===== src/rtl/flag_pkg.sv =====
// Shared NZVC flag types and the ARMv8 condition-code evaluator.
package flag_pkg;

  typedef struct packed {
    logic n;
    logic z;
    logic v;
    logic c;
  } flags_t;

  typedef enum logic [3:0] {
    EQ = 4'b0000,
    NE = 4'b0001,
    CS = 4'b0010,
    CC = 4'b0011,
    MI = 4'b0100,
    PL = 4'b0101,
    VS = 4'b0110,
    VC = 4'b0111,
    HI = 4'b1000,
    LS = 4'b1001,
    GE = 4'b1010,
    LT = 4'b1011,
    GT = 4'b1100,
    LE = 4'b1101,
    AL = 4'b1110,
    NV = 4'b1111
  } cond_t;

  function automatic logic cond_eval(flags_t f, cond_t c);
    logic r;
    r = 1'b1;
    unique case (c)
      EQ: r = f.z;
      NE: r = !f.z;
      CS: r = f.c;
      CC: r = !f.c;
      MI: r = f.n;
      PL: r = !f.n;
      VS: r = f.v;
      VC: r = !f.v;
      HI: r = f.c && !f.z;
      LS: r = !f.c || f.z;
      GE: r = (f.n == f.v);
      LT: r = (f.n != f.v);
      GT: r = !f.z && (f.n == f.v);
      LE: r = f.z || (f.n != f.v);
      AL: r = 1'b1;
      NV: r = 1'b1;
    endcase
    return r;
  endfunction

endpackage


===== src/rtl/flag_stack.sv =====
// Bounded LIFO of flag contexts with sticky misuse detection.
module flag_stack
  import flag_pkg::*;
#(
  parameter int DEPTH = 4
) (
  input  logic   clk,
  input  logic   reset,
  input  logic   push,
  input  logic   pop,
  input  flags_t din,
  output flags_t top,
  output logic   pop_ok,
  output logic   full,
  output logic   empty,
  output logic   err
);

  localparam int PW = $clog2(DEPTH + 1);
  localparam int IW = (DEPTH > 1) ? $clog2(DEPTH) : 1;

  flags_t         mem [DEPTH];
  logic [PW-1:0]  cnt;
  logic           push_ok;
  logic           bad;

  assign full    = (cnt == PW'(DEPTH));
  assign empty   = (cnt == '0);
  assign push_ok = push && !pop && !full;
  assign pop_ok  = pop && !push && !empty;
  assign top     = empty ? '0 : mem[IW'(cnt - 1'b1)];

  // simultaneous push/pop is rejected rather than treated as a swap
  assign bad = (push && pop)
             || (push && !pop && full)
             || (pop && !push && empty);

  always_ff @(posedge clk) begin
    if (push_ok && reset) mem[IW'(cnt)] <= din;
  end

  always_ff @(posedge clk) begin
    if (!reset) begin
      cnt <= '0;
      err <= 1'b0;
    end else begin
      if (push_ok) cnt <= cnt + 1'b1;
      else if (pop_ok) cnt <= cnt - 1'b1;
      if (bad) err <= 1'b1;
    end
  end

endmodule


===== src/rtl/flag_bank_cond.sv =====
// Multi-context NZVC flag bank with forwarding, CBZ bypass and B.cond eval.
// Define FLAG_STACK_EN to build in the save/restore stack.
module flag_bank_cond
  import flag_pkg::*;
#(
  parameter int NUM_CTX     = 2,
  parameter int STACK_DEPTH = 4,
  localparam int CW = (NUM_CTX > 1) ? $clog2(NUM_CTX) : 1
) (
  input  logic          clk,
  input  logic          reset,
  input  logic          set_flag,
  input  logic [CW-1:0] wr_ctx,
  input  logic [3:0]    flags_in,
  input  logic          cbz_zero,
  input  logic [CW-1:0] rd_ctx,
  output logic [3:0]    flags_out,
  output logic          zero_out,
  input  logic          cond_valid,
  input  logic [3:0]    cond,
  output logic          cond_true,
  output logic          cond_true_valid,
  input  logic          push,
  input  logic          pop,
  output logic          stack_full,
  output logic          stack_empty,
  output logic          err
);

  function automatic logic [CW-1:0] ctx_sel(logic [CW-1:0] i);
    return (int'(i) < NUM_CTX) ? i : '0;
  endfunction

  flags_t        ctx_q [NUM_CTX];
  flags_t        fin;
  flags_t        fwd_rd;
  flags_t        stack_top;
  logic          pop_ok;
  logic [CW-1:0] wr;
  logic [CW-1:0] rd;

  assign fin = flags_t'(flags_in);
  assign wr  = ctx_sel(wr_ctx);
  assign rd  = ctx_sel(rd_ctx);

  assign fwd_rd    = (set_flag && wr == rd) ? fin : ctx_q[rd];
  assign flags_out = fwd_rd;
  assign zero_out  = cbz_zero ? fin.z : fwd_rd.z;

`ifdef FLAG_STACK_EN
  flags_t push_data;

  assign push_data = set_flag ? fin : ctx_q[wr];

  flag_stack #(
    .DEPTH (STACK_DEPTH)
  ) u_stack (
    .clk    (clk),
    .reset  (reset),
    .push   (push),
    .pop    (pop),
    .din    (push_data),
    .top    (stack_top),
    .pop_ok (pop_ok),
    .full   (stack_full),
    .empty  (stack_empty),
    .err    (err)
  );
`else
  logic unused_stack_req;

  assign unused_stack_req = push ^ pop;
  assign stack_top   = '0;
  assign pop_ok      = 1'b0;
  assign stack_full  = 1'b0;
  assign stack_empty = 1'b1;
  assign err         = 1'b0;
`endif

  always_ff @(posedge clk) begin
    if (!reset) begin
      for (int i = 0; i < NUM_CTX; i++) ctx_q[i] <= '0;
      cond_true       <= 1'b0;
      cond_true_valid <= 1'b0;
    end else begin
      // a restore overrides an ALU write to the same context
      if (pop_ok) ctx_q[wr] <= stack_top;
      else if (set_flag) ctx_q[wr] <= fin;
      cond_true_valid <= cond_valid;
      if (cond_valid) cond_true <= cond_eval(fwd_rd, cond_t'(cond));
    end
  end

endmodule


===== config.mk =====
export PLATFORM = sky130hd
export DESIGN_NAME = flag_bank_cond
export DESIGN_NICKNAME = d
export VERILOG_FILES = /design/src/rtl/flag_pkg.sv /design/src/rtl/flag_stack.sv /design/src/rtl/flag_bank_cond.sv
export SDC_FILE = /design/constraint.sdc
export NUM_CORES = 1
export LEC_CHECK = 0
export BUFFER_PORTS_ARGS = -buffer_cell sky130_fd_sc_hd__clkbuf_2
export CORE_ASPECT_RATIO = 1.1
export CORE_MARGIN = 4
export CORE_UTILIZATION = 55
export CTS_BUF_LIST = sky130_fd_sc_hd__clkbuf_8
export CTS_CLUSTER_SIZE = 25
export DETAILED_ROUTE_END_ITERATION = 10
export PLACE_DENSITY = 0.84
export SLEW_MARGIN = 40
export SYNTH_ARGS = -nofsm -noshare
export SYNTH_HDL_FRONTEND = slang
export SYNTH_SLANG_ARGS = --single-unit

===== constraint.sdc =====
create_clock -name clk -period 2.67 [get_ports clk]
set_input_delay 0.534 -clock clk [delete_from_list [all_inputs] [get_ports clk]]
set_output_delay 0.534 -clock clk [all_outputs]
set_load 0.05 [all_outputs]

Yosys cells after proc, flatten, opt, wreduce, memory -nomap -nowiden:

Memory sizes are Yosys's and may differ from the RTL's.
Index checks and enable logic that the tools add are counted.

* bits in registers: 2
* latch bits: 0
* RAM bits: 8
* ROM bits: 0
* output and inout port bits: 10
* logic and storage cells: 43
* memories: 1

* add/sub/neg operators: 0
* $mul: 0
* div/mod/pow operators: 0
* order comparisons: 0
* equality and inequality tests: 18
* shifts and indexed selects: 0
* mux-type cells: 10
* bitwise operators: 0
* reduce and logical (&&, ||, !) cells: 12

Memories
* ctx_q: words 2, bits a word 4, read ports 1, clocked after Yosys merged registers in 0, wr ports 2, RTL line flag_bank_cond.sv:34 `flags_t ctx_q [NUM_CTX];`

Operator list (count)
* == test 4 bit, second input constant: 8
* == test 4 x 3 -> 1 bit, second input constant: 4
* case mux 1 bit (15 select lines): 1
* == test 4 x 2 -> 1 bit, second input constant: 2
* two-way mux 4 bit: 2
* two-way mux 1 bit: 7
* == test 4 x 1 -> 1 bit, second input constant: 1
* logical NOT 1 bit: 4
* logical NOT 4 bit: 1
* OR reduction 4 bit: 1
* logical AND 1 bit: 3
* == test 1 bit: 2
* logical OR 1 bit: 2
* OR reduction 2 bit: 1
* != test 1 bit: 1

Depth between registers and ports, before layout:

* depth in word-level cells: 6
* gate-level depth with buffers: 9
* depth with buffers taken out: 8

Worst setup path after synthesis:

No wires, ideal clock.

* path type: in2out
* from: in set_flag
* to: out zero_out
* arrival time: 2.046 ns
* data required time: 2.136 ns
* path slack: 0.090 ns
* stages on the path: 5
* buffers on the path: 1
* cell sequence: buf_2 > and2_1 > a221oi_2 > a22oi_2 > mux2_2

* cells in the longest elaborated chain, start to end: 3

Ends and longest elaborated chain
* start: declaration: RTL line flag_bank_cond.sv:12 `input logic set_flag,`
* logical AND 1 bit: RTL line flag_bank_cond.sv:46 `assign fwd_rd = (set_flag && wr == rd) ? fin : ctx_q[rd];`
* two-way mux 4 bit: RTL line flag_bank_cond.sv:46
* named net flags_out[2]: RTL line flag_bank_cond.sv:17 `output logic [3:0] flags_out,`
* two-way mux 1 bit: RTL line flag_bank_cond.sv:48 `assign zero_out = cbz_zero ? fin.z : fwd_rd.z;`
* end: declaration: RTL line flag_bank_cond.sv:18 `output logic zero_out,`

The timed path passes the listed nets, and every way through them passes these cells.

Worst setup path in the final report:

* from: in set_flag
* to: out zero_out

* cells in the longest elaborated chain, start to end: 3

Ends and longest elaborated chain (RTL line)
* logical AND 1 bit: flag_bank_cond.sv:46
* two-way mux 4 bit: flag_bank_cond.sv:46
* two-way mux 1 bit: flag_bank_cond.sv:48

Every way passes these cells.

==> results.sh <==
export IMPL_status="completed"
export IMPL_worstPathRequired_ps=2140
export IMPL_avgRoutedWirePerCell_um=14.2
export IMPL_cts_root_buf="clkbuf_8"
export IMPL_ys_ff_latch=10
export IMPL_slew_viol_final=0
export IMPL_fin_area_mm2=0.00101
export IMPL_synthTopCellsByArea="edfxtp_1, and2_1, nand2_1, dfxtp_1, a221oi_2"
export IMPL_critPathArrivalTime_ps=1900
export IMPL_nNetsFinal=135
export IMPL_rr_endpoint="cond_true$_SDFFE_PN0P_"
export IMPL_die_area_mm2=0.00230
export IMPL_final_layout_size_suffix_gt1_share_pct=32.5
export IMPL_final_setup_tns_ps=0
export IMPL_ant_nets=0
export IMPL_syn_cell_area_um2=877
export IMPL_synth_mux_area_share_pct=3.57
export IMPL_drtPass1Iterations=4
export IMPL_crit_fanout=12
export IMPL_cts_tree="yes"
export IMPL_r2r_slack_ps=770
export IMPL_synth_edff_count=8
export IMPL_max_cap_viol_count=0
export IMPL_async_reset_ff_share_pct=0
export IMPL_synth_compound_area_share_pct=27.0
export IMPL_synth_adder_area_share_pct=0
export IMPL_cts_hold_buf=0
export IMPL_antenna_found_initial=0
export IMPL_place_congestion=0.803
export IMPL_coreArea_mm2=0.00144
export IMPL_grt_pass1_vias=690
export IMPL_synth_area_leader_cell="edfxtp_1"
export IMPL_vias_per_cell=5.89
export IMPL_path_clk_slew_ps=40
export IMPL_drc=0
export IMPL_layout_commonest_cell="clkbuf_2"
export IMPL_worstHoldPathType="reg2reg"
export IMPL_yosys_area_share_simple_pct=26.5
export IMPL_cts_buffer_depth=2
export IMPL_grt_max_degree=15
export IMPL_fin_skew_ps=1.06
export IMPL_yosysUniqueCellTypes=45
export IMPL_clock_latency_ps=230
export IMPL_cts_setup_buffers=0
export IMPL_syn2layout_area_growth_pct=15.4
export IMPL_r2r_start="ctx_q[1][1]$_SDFFCE_PN0P_"
export IMPL_rows=14
export IMPL_finalCriticalPeriod_ps=2430
export IMPL_min_path_cells=2
export IMPL_via_count=783
export IMPL_peakVddDrop_v=0.000349
export IMPL_yosysWarnings=0
export IMPL_cts_made_buffers=3
export IMPL_min_delay_start="cond_true$_SDFFE_PN0P_"
export IMPL_power_leakage_nw=0.436
export IMPL_grt_pass1_wl_mm=3.00
export IMPL_yosysTopAreaCellShare_pct=27.4
export IMPL_crit_type="in2out"
export IMPL_finalHoldViolCount=0
export IMPL_initial_core_util_pct=61.1
export IMPL_ys_seq_area_share_pct=32.0
export IMPL_overflow=0
export IMPL_rsz0062_at_grt="false"
export IMPL_fp_dieH_um=49.9
export IMPL_worst_pin_slew_ps=528
export IMPL_synth_top_family_by_area="compound AO/OA/AOI/OAI gates"
export IMPL_cts_num_sinks=10
export IMPL_synthXorXnorAreaFrac_pct=2.00
export IMPL_drt_total_wl_mm=1.90
export IMPL_grt_usage_pct=17.4
export IMPL_drt_iter0_markers=13
export IMPL_setup_viol=0
export IMPL_cts_resized_gates=0
export IMPL_synth_flop_cell="edfxtp_1"
export IMPL_start_kind="input pin"
export IMPL_place_area_um2=967
export IMPL_syn_inst=97
export IMPL_hold_path_endpoint="cond_true$_SDFFE_PN0P_"
export IMPL_fmax_ghz=0.412
export IMPL_port_buffers=21
export IMPL_cts_htree_levels=1
export IMPL_diodes=0
export IMPL_ios=27
export IMPL_power_per_cell_area_mw_per_mm2=524
export IMPL_cp_end_kind="output pin"
export IMPL_final_cell_mix="clkbuf_2, nand2_1, and2_1"
export IMPL_die_width_um=46.1
export IMPL_ff2ff_path_depth=8
export IMPL_syn_avg_cell_area_um2=9.04
export IMPL_slew_limit_headroom_pct=64.4
export IMPL_place_hpwl_mm=1.51
export IMPL_fin_crit_sh_pct=91.0
==> per-layer routing <==
metal	wire [um]	vias to the layer above	GRT usage [%]
li1	-	392	-
met1	783	368	21.0
met2	1010	21	30.0
met3	90	2	3.27
met4	6	0	5.21
met5	0	-	0
==> state kept, by name, summed over array words and instances, names as in the netlist <==
signal,cells
ctx_q,8
cond_true,1
cond_true_valid,1
==> synth_stat cells, types with 2 or more instances <==
cell type   n
nand2_1    11
and2_1     10
edfxtp_1    8
nor2_1      6
buf_4       4
inv_1       3
nor2b_1     3
o21ai_0     3
o22ai_1     3
a221oi_2    2
a22o_1      2
and3_1      2
clkbuf_1    2
conb_1      2
dfxtp_1     2
mux2i_1     2
nand3b_1    2
o21ai_1     2
xnor2_1     2
==> kinds of logic after synthesis <==
group,Yosys count
simple gates,42
compound gates,26
buf+inv,12
flops,10
mux,3
xor+xnor,2
other cells,2
==> critical path, cell delays in order <==
cell	delay [ps]
clkbuf_2	220
and2_1	220
a221oi_2	50
a22oi_2	370
mux2_2	220
clkbuf_2	260
==> where the power goes <==
group	switching, mW	leakage, nW	total (mW)	internal (mW)
clock	0.0538	0.0269	0.154	0.100
combinational	0.125	0.311	0.187	0.0621
sequential	0.00635	0.0980	0.189	0.183
==> through the flow <==
step	util [%]	std cells	power, mW	hold slack (ps)	worst slack, ps
floorplan	-	98	0.339	672	89.6
global placement	67.3	129	0.373	494	294
detailed placement	67.3	129	0.379	512	252
CTS	70.5	133	0.532	522	253
global route	70.5	133	0.555	562	123
finish	70.5	133	0.530	518	241
==> cell type report <==
type	instances	area, um2
multi-input combinational	76	529
timing repair buffer	23	120
fill	130	424
clock inverter	1	3.75
clock buffer	3	41.3
inverter	4	17.5
tap	16	20.0
sequential	10	280
==> worst max path at each step <==
stage,startpoint,endpoint,slack (ps),depth (start not counted)
3_3_place_gp,set_flag,zero_out,290,6
4_1_cts,set_flag,zero_out,250,6
5_1_grt,set_flag,zero_out,120,6
2_1_floorplan,set_flag,zero_out,90,5
6_report,set_flag,zero_out,240,6
3_5_place_dp,set_flag,zero_out,250,6
Note: power is estimated with default switching activity, not from simulation.
